**src/rtl/ontransit_pkg.sv**
```systemverilog
// Shared types and defaults for the do/g/s requester.
// State encodings, default timing constants, grant counter width.
package ontransit_pkg;

  typedef enum logic [1:0] {
    IDLE    = 2'd0,
    ASSERT  = 2'd1,
    ACTIVE  = 2'd2,
    RELEASE = 2'd3
  } state_t;

  localparam int HOLD_MAX_DEF = 15;
  localparam int GAP_DEF      = 2;
  localparam int GRANT_W      = 8;

  function automatic logic [GRANT_W-1:0] sat_inc(
    input logic [GRANT_W-1:0] v
  );
    return (&v) ? v : v + 1'b1;
  endfunction

endpackage

```
**src/rtl/ontransit_cnt.sv**
```systemverilog
// Up counter with clear and terminal compare against a runtime limit.
// Shared between the grant wait and the release gap.
module ontransit_cnt #(
  parameter int CNT_W = 4
) (
  input  logic             clk,
  input  logic             rst,
  input  logic             clr,
  input  logic             inc,
  input  logic [CNT_W-1:0] limit,
  output logic             hit
);

  logic [CNT_W-1:0] cnt;

  always_ff @(posedge clk) begin
    if (rst || clr) begin
      cnt <= '0;
    end else if (inc) begin
      cnt <= cnt + 1'b1;
    end
  end

  assign hit = (cnt == limit);

endmodule

```
**src/rtl/ontransit_req.sv**
```systemverilog
// Requester FSM driving do_req into the grant side, consuming g/s pulses.
// ONTRANSIT_REQ_RETRY_EN: first grant timeout of a job silently retries once.
module ontransit_req
  import ontransit_pkg::*;
#(
  parameter int HOLD_MAX = HOLD_MAX_DEF,
  parameter int GAP      = GAP_DEF,
  parameter int CNT_W    = 4
) (
  input  logic               clk,
  input  logic               rst,
  input  logic               req_valid,
  output logic               req_ready,
  input  logic               g,
  input  logic               s,
  output logic               do_req,
  output logic               busy,
  output logic               done,
  output logic               timeout,
  output logic [GRANT_W-1:0] grants
);

  localparam logic [CNT_W-1:0] HOLD_LIM = CNT_W'(HOLD_MAX - 1);
  // GAP=0 compares against 0, so the first release cycle already hits
  localparam logic [CNT_W-1:0] GAP_LIM =
    (GAP == 0) ? '0 : CNT_W'(GAP - 1);

  state_t state;

  logic accept;
  logic grant_ev;
  logic fin;
  logic expire;
  logic gap_end;
  logic rearm_to;
  logic rearm;
  logic to_pulse;
  logic cnt_clr;
  logic cnt_inc;
  logic cnt_hit;
  logic [CNT_W-1:0] cnt_lim;

`ifdef ONTRANSIT_REQ_RETRY_EN
  logic retry;
`endif

  assign req_ready = (state == IDLE);
  assign busy      = (state != IDLE);

  always_comb begin
    accept   = req_ready & req_valid;
    grant_ev = (state == ASSERT) & g;
    fin      = (grant_ev & s) | ((state == ACTIVE) & s);
    expire   = (state == ASSERT) & ~g & cnt_hit;
    gap_end  = (state == RELEASE) & cnt_hit;
`ifdef ONTRANSIT_REQ_RETRY_EN
    rearm_to = expire & ~retry;
    rearm    = gap_end & retry;
`else
    rearm_to = 1'b0;
    rearm    = 1'b0;
`endif
    to_pulse = expire & ~rearm_to;
    cnt_clr  = accept | grant_ev | expire | fin | gap_end;
    cnt_inc  = (state == ASSERT) | (state == RELEASE);
    cnt_lim  = (state == ASSERT) ? HOLD_LIM : GAP_LIM;
  end

  ontransit_cnt #(
    .CNT_W(CNT_W)
  ) u_cnt (
    .clk  (clk),
    .rst  (rst),
    .clr  (cnt_clr),
    .inc  (cnt_inc),
    .limit(cnt_lim),
    .hit  (cnt_hit)
  );

  always_ff @(posedge clk) begin
    if (rst) begin
      state   <= IDLE;
      do_req  <= 1'b0;
      done    <= 1'b0;
      timeout <= 1'b0;
      grants  <= '0;
    end else begin
      done    <= fin;
      timeout <= to_pulse;
      if (grant_ev) begin
        grants <= sat_inc(grants);
      end
      unique case (1'b1)
        accept: begin
          state  <= ASSERT;
          do_req <= 1'b1;
        end
        grant_ev & ~s: begin
          state <= ACTIVE;
        end
        fin | expire: begin
          state  <= RELEASE;
          do_req <= 1'b0;
        end
        gap_end: begin
          state  <= rearm ? ASSERT : IDLE;
          do_req <= rearm;
        end
        default: ;
      endcase
    end
  end

`ifdef ONTRANSIT_REQ_RETRY_EN
  // set during the retry gap and retry wait; any job end clears it
  always_ff @(posedge clk) begin
    if (rst || accept || fin || to_pulse) begin
      retry <= 1'b0;
    end else if (rearm_to) begin
      retry <= 1'b1;
    end
  end
`endif

endmodule

```
**config.mk**
```make
export PLATFORM = sky130hd
export DESIGN_NAME = ontransit_req
export DESIGN_NICKNAME = d
export VERILOG_FILES = /design/src/rtl/ontransit_pkg.sv /design/src/rtl/ontransit_cnt.sv /design/src/rtl/ontransit_req.sv
export SDC_FILE = /design/constraint.sdc
export NUM_CORES = 1
export LEC_CHECK = 0
export CAP_MARGIN = 20
export CELL_PAD_IN_SITES_DETAIL_PLACEMENT = 1
export CELL_PAD_IN_SITES_GLOBAL_PLACEMENT = 1
export CORE_AREA = 2 2 49 51
export CTS_BUF_LIST = sky130_fd_sc_hd__clkbuf_8
export CTS_CLUSTER_DIAMETER = 30
export DETAILED_ROUTE_END_ITERATION = 10
export DIE_AREA = 0 0 51 53
export GPL_TIMING_DRIVEN = 0
export PLACE_DENSITY = 0.81
export SYNTH_ARGS = -nofsm -noshare
export SYNTH_HDL_FRONTEND = slang
export SYNTH_SLANG_ARGS = --single-unit
```
**constraint.sdc**
```tcl
create_clock -name clk -period 2.3 [get_ports clk]
set_input_delay 0.46 -clock clk [delete_from_list [all_inputs] [get_ports clk]]
set_output_delay 0.46 -clock clk [all_outputs]
set_load 0.03 [all_outputs]
```
==> impl_metrics.ini, run 1 <==
[cts]
clock_path_buffers = 2
cts_root_buf = clkbuf_8
insertion_delay_ns = 0.25
tritoncts.num_buffers = 3
htreeDepth = 1
cts.sinks = 17
clk_pin_slew_worst_paths_ns = 0.07
post_cts_buffers = 0
hold_buffers = 0
cts_resized = 0
tritoncts = yes

[setup_path]
worst-path-buf-inv = 3
critPathKind = reg -> out
cp_top_family = buffers and inverters
cp-start-kind = register
critPathSlowestCell = clkdlybuf4s50_1
cp_data_arrival_time_ns = 1.65
worstPathMaxFanout = 10
worstPathRequired_ns = 1.84
endpoint_kind = output port
critPathMaxStageDelay_ns = 0.66
path_cells = buf_2 -> nor2_1 -> inv_1 -> clkdlybuf4s50_1

[drt]
drc = 0
vias_per_cell = 5.406
ant_nets = 0
finalWirelength_mm = 2.056
dr.pass1.iters = 4
vias = 746
initialDrtViolationCount = 5
routedWlPerCell_um = 14.90

[synthesis]
syn_nets = 96
synth_top_family_by_area = simple AND/OR/NAND/NOR gates
synthAdderAreaFrac_pct = 3.008
synth_edf_count = 0
synthFlopType = dfxtp_1
synth_seq_cells = 17
synth_cell_types = 34
seq_area_frac_synth_pct = 40.90
ys_warn_count = 0
synthMuxAreaShare_pct = 3.609
synth.avg_cell_area_sq_um = 9.349
yosys.area_share.simple_pct = 25.71
synth_async_sr_flop_share_pct = 0
synth-xor-area-share_pct = 7.368
netlist_area_sq_um = 832.0
syn_inst = 89
synth_compound_area_share_pct = 15.19

[sta]
finClkSkew_ns = 0.001640
final_max_slew_viol_count = 0
fin_setup_tns_ns = 0
fmax_mhz = 474.9
fin_ws_ns = 0.1945
grt_setup_unrepaired = false
period_minus_slack_ns = 2.106
finalHoldViolations = 0
fin_crit_sh_pct = 91.54
setup_viol = 0
slew_headroom_pct = 67.43
tightest_slew_ns = 0.4886

[job]
cap_violations = 0

[floorplan]
core-area_sq_um = 2148
die_area_sq_um = 2703
io_pins = 18
dieWidth_um = 51
std_cell_rows = 17
initial_core_util_pct = 38.73
die_h_um = 53

[global_route]
grt_max_degree = 11
antenna_found_initial = 0
grt_pass1_wl_mm = 3.436
grt_pass1_vias = 738
grt_overflow = 0
grt.total_usage_pct = 17.17

[pwr]
p_leak_nw = 0.4164
irDropWorstVdd_uv = 348.5
power_density_nw_per_um2 = 620.2

[run_status]
status = completed

[place]
dp_hpwl_mm = 1.563
dp_cells = 134
portBuffers = 17
gp_congestion = 0.7510
post-place-ws_ns = 0.2143

[final_layout]
final_nets = 118
stdcell_count = 138
diodes = 0
drive_gt1_share_pct = 6.364
final_cell_mix = 17 x dfxtp_1, 17 x clkdlybuf4s50_1, 12 x nor2_1
syn2layout_area_growth_pct = 30.08

[hold_path]
hp-class = reg -> reg
==> where the power goes <==
group	total (mW)	switching, mW	internal (mW)
logic	0.131	0.0732	0.0578
registers	0.321	0.0142	0.307
clock network	0.219	0.101	0.118
==> through the flow <==
stage               instance area, sq um  utilization [%]  hold slack [ns]  power, mW
finish                              1082            50.38           0.5225     0.6713
global route                        1082            50.38           0.5634     0.7043
CTS                                 1082            50.38           0.5238     0.6796
detailed placement                  1037            48.28           0.5105     0.4595
global placement                    1037            48.28           0.4966     0.4533
floorplan                          832.0                -           0.4852     0.4087
==> Yosys cell counts (3+ instances only) <==
cell | number | area (sq um)
a21oi_1 | 4 | 20.02
dfxtp_1 | 17 | 340.3
inv_1 | 4 | 15.01
mux2i_1 | 3 | 30.03
nand2_1 | 4 | 15.01
nand3_1 | 3 | 15.01
nor2_1 | 12 | 45.04
o211ai_1 | 4 | 30.03
xor2_1 | 6 | 52.55
==> routing by layer <==
layer | GRT usage, % | wire length, um | up-vias
li1 | - | - | 366
met1 | 21.90 | 970 | 363
met2 | 28.35 | 1002 | 12
met3 | 2.542 | 46 | 5
met4 | 8.108 | 36 | 0
met5 | 0 | 0 | -
==> layout make-up <==
class                      instances  area (sq um)
multi-input combinational         65         456.7
timing repair buffer              17         170.2
buffer                             3         20.02
inverter                           4         15.01
sequential                        17         340.3
tap                               28         35.03
fill                             255          1066
clock inverter                     1         3.754
clock buffer                       3         41.29
==> cell families after synthesis <==
kind of cell	Yosys count
multiplexers	3
AND/OR/NAND/NOR	36
AO/OA/AOI/OAI	17
buffers and inverters	7
adder cells (fa/ha/maj)	2
XOR/XNOR	7
flip-flops	17
==> flip-flops by register name (all words and copies together), names as in the netlist <==
register / count
do_req: 1
grants: 8
state: 2
timeout: 1
done: 1
u_cnt.cnt: 4
==> worst reg2reg max path: cells and delay by family (launching register included) <==
kind                   cells  cell delay [ns]
AOI/OAI and AO/OA          2             0.60
buffers and inverters      1             0.13
DFF                        1             0.47
and+or+nand+nor            2             0.38
==> path summary, 6_finish.rpt <==
path	from	cells after the start	slack [ns]	to
worst min-delay path	grants[7]	2	0.52	grants[7]
worst min register to register	grants[7]	2	0.52	grants[7]
worst max-delay path	state[0]	4	0.19	busy
worst max register to register	state[1]	5	0.65	u_cnt.cnt[3]
No activity file was read; power rests on OpenSTA's default activity.
==> inputs of run 2 (changes only) <==
==> constraint.sdc (replaced) <==
create_clock -name clk -period 2.6 [get_ports clk]
set_input_delay 0.52 -clock clk [delete_from_list [all_inputs] [get_ports clk]]
set_output_delay 0.52 -clock clk [all_outputs]
set_load 0.03 [all_outputs]
==> results of run 2 <==
The final DEF is identical to that of run 1. Status: completed.
Among the figures that moved: setup slack after placement 0.2143 ns -> 0.4543 ns; setup slack after layout 0.1945 ns -> 0.4345 ns; register-to-register setup slack 0.65 ns -> 0.95 ns; total power 0.6713 mW -> 0.5938 mW; worst IR drop on VDD 348.5 uV -> 308.3 uV
==> inputs of run 3 (changes only) <==
--- a/config.mk
+++ b/config.mk
@@ -8,13 +8,13 @@
 export CAP_MARGIN = 20
 export CELL_PAD_IN_SITES_DETAIL_PLACEMENT = 1
 export CELL_PAD_IN_SITES_GLOBAL_PLACEMENT = 1
-export CORE_AREA = 2 2 49 51
+export CORE_AREA = 2 2 52 54
 export CTS_BUF_LIST = sky130_fd_sc_hd__clkbuf_8
 export CTS_CLUSTER_DIAMETER = 30
 export DETAILED_ROUTE_END_ITERATION = 10
-export DIE_AREA = 0 0 51 53
+export DIE_AREA = 0 0 54 56
 export GPL_TIMING_DRIVEN = 0
-export PLACE_DENSITY = 0.81
+export PLACE_DENSITY = 0.76
 export SYNTH_ARGS = -nofsm -noshare
 export SYNTH_HDL_FRONTEND = slang
 export SYNTH_SLANG_ARGS = --single-unit
==> constraint.sdc (replaced) <==
create_clock -name clk -period 1.85 [get_ports clk]
set_input_delay 0.37 -clock clk [delete_from_list [all_inputs] [get_ports clk]]
set_output_delay 0.37 -clock clk [all_outputs]
set_load 0.03 [all_outputs]
==> run 3 against run 2 <==
Combinational power is 37% higher. Critical path type unchanged. Clock power is 49% higher. Register-to-register slack worse by 0.72 ns. Global-route usage decreased by 1.2 points. Sequential share of layout area decreased by 0.25 points. Worst hold slack better by 0.022 ns. Die area increased by 12%. Sequential power up 40%. Sequential cell count did not move. Wire length is 2.1% higher. Cell count is 1.4% higher. Via count fell by 3.1%.
==> impl_metrics.ini, run 3 (synthesized netlist as in run 1, its figures left out) <==
[setup_path]
worstPathRequired_ns = 1.48
worstReg2RegStart = grants[0]
path_cells = clkdlybuf4s50_1
critPathSlowestCell = clkdlybuf4s50_1
worstPathMaxFanout = 4
cp_data_arrival_time_ns = 1.42
endpoint_kind = output port
ff2ff_setup_slack_ns = 0.23
critPathMaxStageDelay_ns = 0.72
worst-path-buf-inv = 1
cp_top_family = buffers and inverters
ff2ff_path_depth = 5
cp-start-kind = register
critPathKind = reg -> out
r2r-end = grants[7]

[final_layout]
final_cell_area_sq_um = 1091
multi_input_area_sq_um = 462.9
fill_cells = 291
diodes = 0
mostFrequentLayoutCell = dfxtp_1
syn2layout_area_growth_pct = 31.13
regArea_sq_um = 340.3
stdcell_count = 140
final_nets = 118
final_cell_mix = 17 x dfxtp_1, 13 x clkdlybuf4s50_1, 12 x nor2_1
drive_gt1_share_pct = 8.182
largest_reg_flops = 8
reg.largest.list = grants (8), u_cnt.cnt (4), state (2)
top_register = grants

[cts]
cts.sinks = 17
hold_buffers = 0
post_cts_buffers = 0
tritoncts = yes
htreeDepth = 1
insertion_delay_ns = 0.26
clk_pin_slew_worst_paths_ns = 0.08
tritoncts.num_buffers = 3
cts_root_buf = clkbuf_8
clock_path_buffers = 2

[place]
dp_cells = 136
dp_hpwl_mm = 1.518
place_area_sq_um = 1040
gp_congestion = 0.7759
portBuffers = 17

[floorplan]
initial_core_util_pct = 34.21
dieWidth_um = 54
io_pins = 18
die_h_um = 56
core-area_sq_um = 2432
die_area_sq_um = 3024
std_cell_rows = 18

[sta]
fin_crit_sh_pct = 96.68
grt_setup_unrepaired = false
fmax_mhz = 559.1
period_minus_slack_ns = 1.789
hold_slack_ns = 0.5447
slew_headroom_pct = 68.26
final_max_slew_viol_count = 0
setup_viol = 0
tightest_slew_ns = 0.4760
finalHoldViolations = 0
finClkSkew_ns = 0.005554

[drt]
vias = 723
ant_nets = 0
initialDrtViolationCount = 5
finalWirelength_mm = 2.100
drc = 0
routedWlPerCell_um = 15.00
vias_per_cell = 5.164
dr.pass1.iters = 4

[hold_path]
min_path_cells = 2
hp-class = reg -> reg
min_to = grants[5]
holdCritStartpoint = grants[5]

[run_status]
status = completed

[pwr]
p_leak_nw = 0.4429
power_density_nw_per_um2 = 777.0
irDropWorstVdd_uv = 358.3

[global_route]
grt_pass1_wl_mm = 3.622
grt.total_usage_pct = 16.01
grt_overflow = 0
grt_pass1_vias = 774
antenna_found_initial = 0
grt_max_degree = 11

[job]
cap_violations = 0
-- run 3: cell count changes in the layout (fill, tap and decap cells not counted) --
cell and change:
o21ai_0 -1, o2111ai_1 -1, dlymetal6s2s_1 +1, dlygate4sd2_1 +3, o2111ai_2 +1, clkdlybuf4s50_1 -4, o21ai_1 +1, clkinv_2 +1
inv_1 -1
-- run 3: layout make-up --
class,count,area share (%)
repair buffers,17,15.48
plain buffers,3,1.835
well taps,30,3.440
multi-input cells,65,42.43
clock buffers,3,3.784
flip-flops and latches,17,31.19
clock inverters,1,0.4587
inverters,4,1.376
-- run 3: per-stage QoR --
| step | power (mW) | TNS [ns] | setup slack [ns] | util, % |
|---|---|---|---|---|
| after CTS | 0.8516 | 0 | 0.04315 | 44.50 |
| final | 0.8477 | 0 | 0.06138 | 44.86 |
| after global placement | 0.5645 | -0.8823 | -0.1243 | 42.75 |
| after global routing | 0.8874 | 0 | 0.002695 | 44.86 |
| after floorplan | 0.5081 | 0 | 0.2354 | - |
| after detailed placement | 0.5697 | -0.9929 | -0.1570 | 42.75 |
-- run 3: power breakdown --
group	switching [mW]	internal (mW)
registers	0.0174	0.381
logic	0.0920	0.0674
clock network	0.140	0.150
total	0.250	0.598
-- run 3: worst max-delay path by stage --
stage | startpoint | end | slack, ns | depth (start not counted)
after floorplan | state[0] | busy | 0.24 | 3
after global placement | g | grants[5] | -0.12 | 6
after detailed placement | g | grants[7] | -0.16 | 6
after CTS | grants[4] | grants[4] | 0.04 | 1
after global routing | grants[4] | grants[4] | 0.003 | 1
final | grants[4] | grants[4] | 0.06 | 1
-- run 3: tightest hold or removal path, delay by kind of cell (launching register included) --
kind / cells / cell delay (ns)
flops: 1 / 0.36
compound gates: 2 / 0.14
-- run 3: timing repair --
action	in CTS	in global routing
gates cloned	0	0
resized for setup	3	3
setup endpoints to repair	3	5
-- run 3: routing by layer --
metal  GRT usage (%)  vias to the layer above  share of wire [%]
li1                -                      362                  -
met1           21.57                      350                 47
met2           24.39                        7                 50
met3           1.613                        4                1.4
met4           8.571                        0                1.9
met5               0                        -                  0
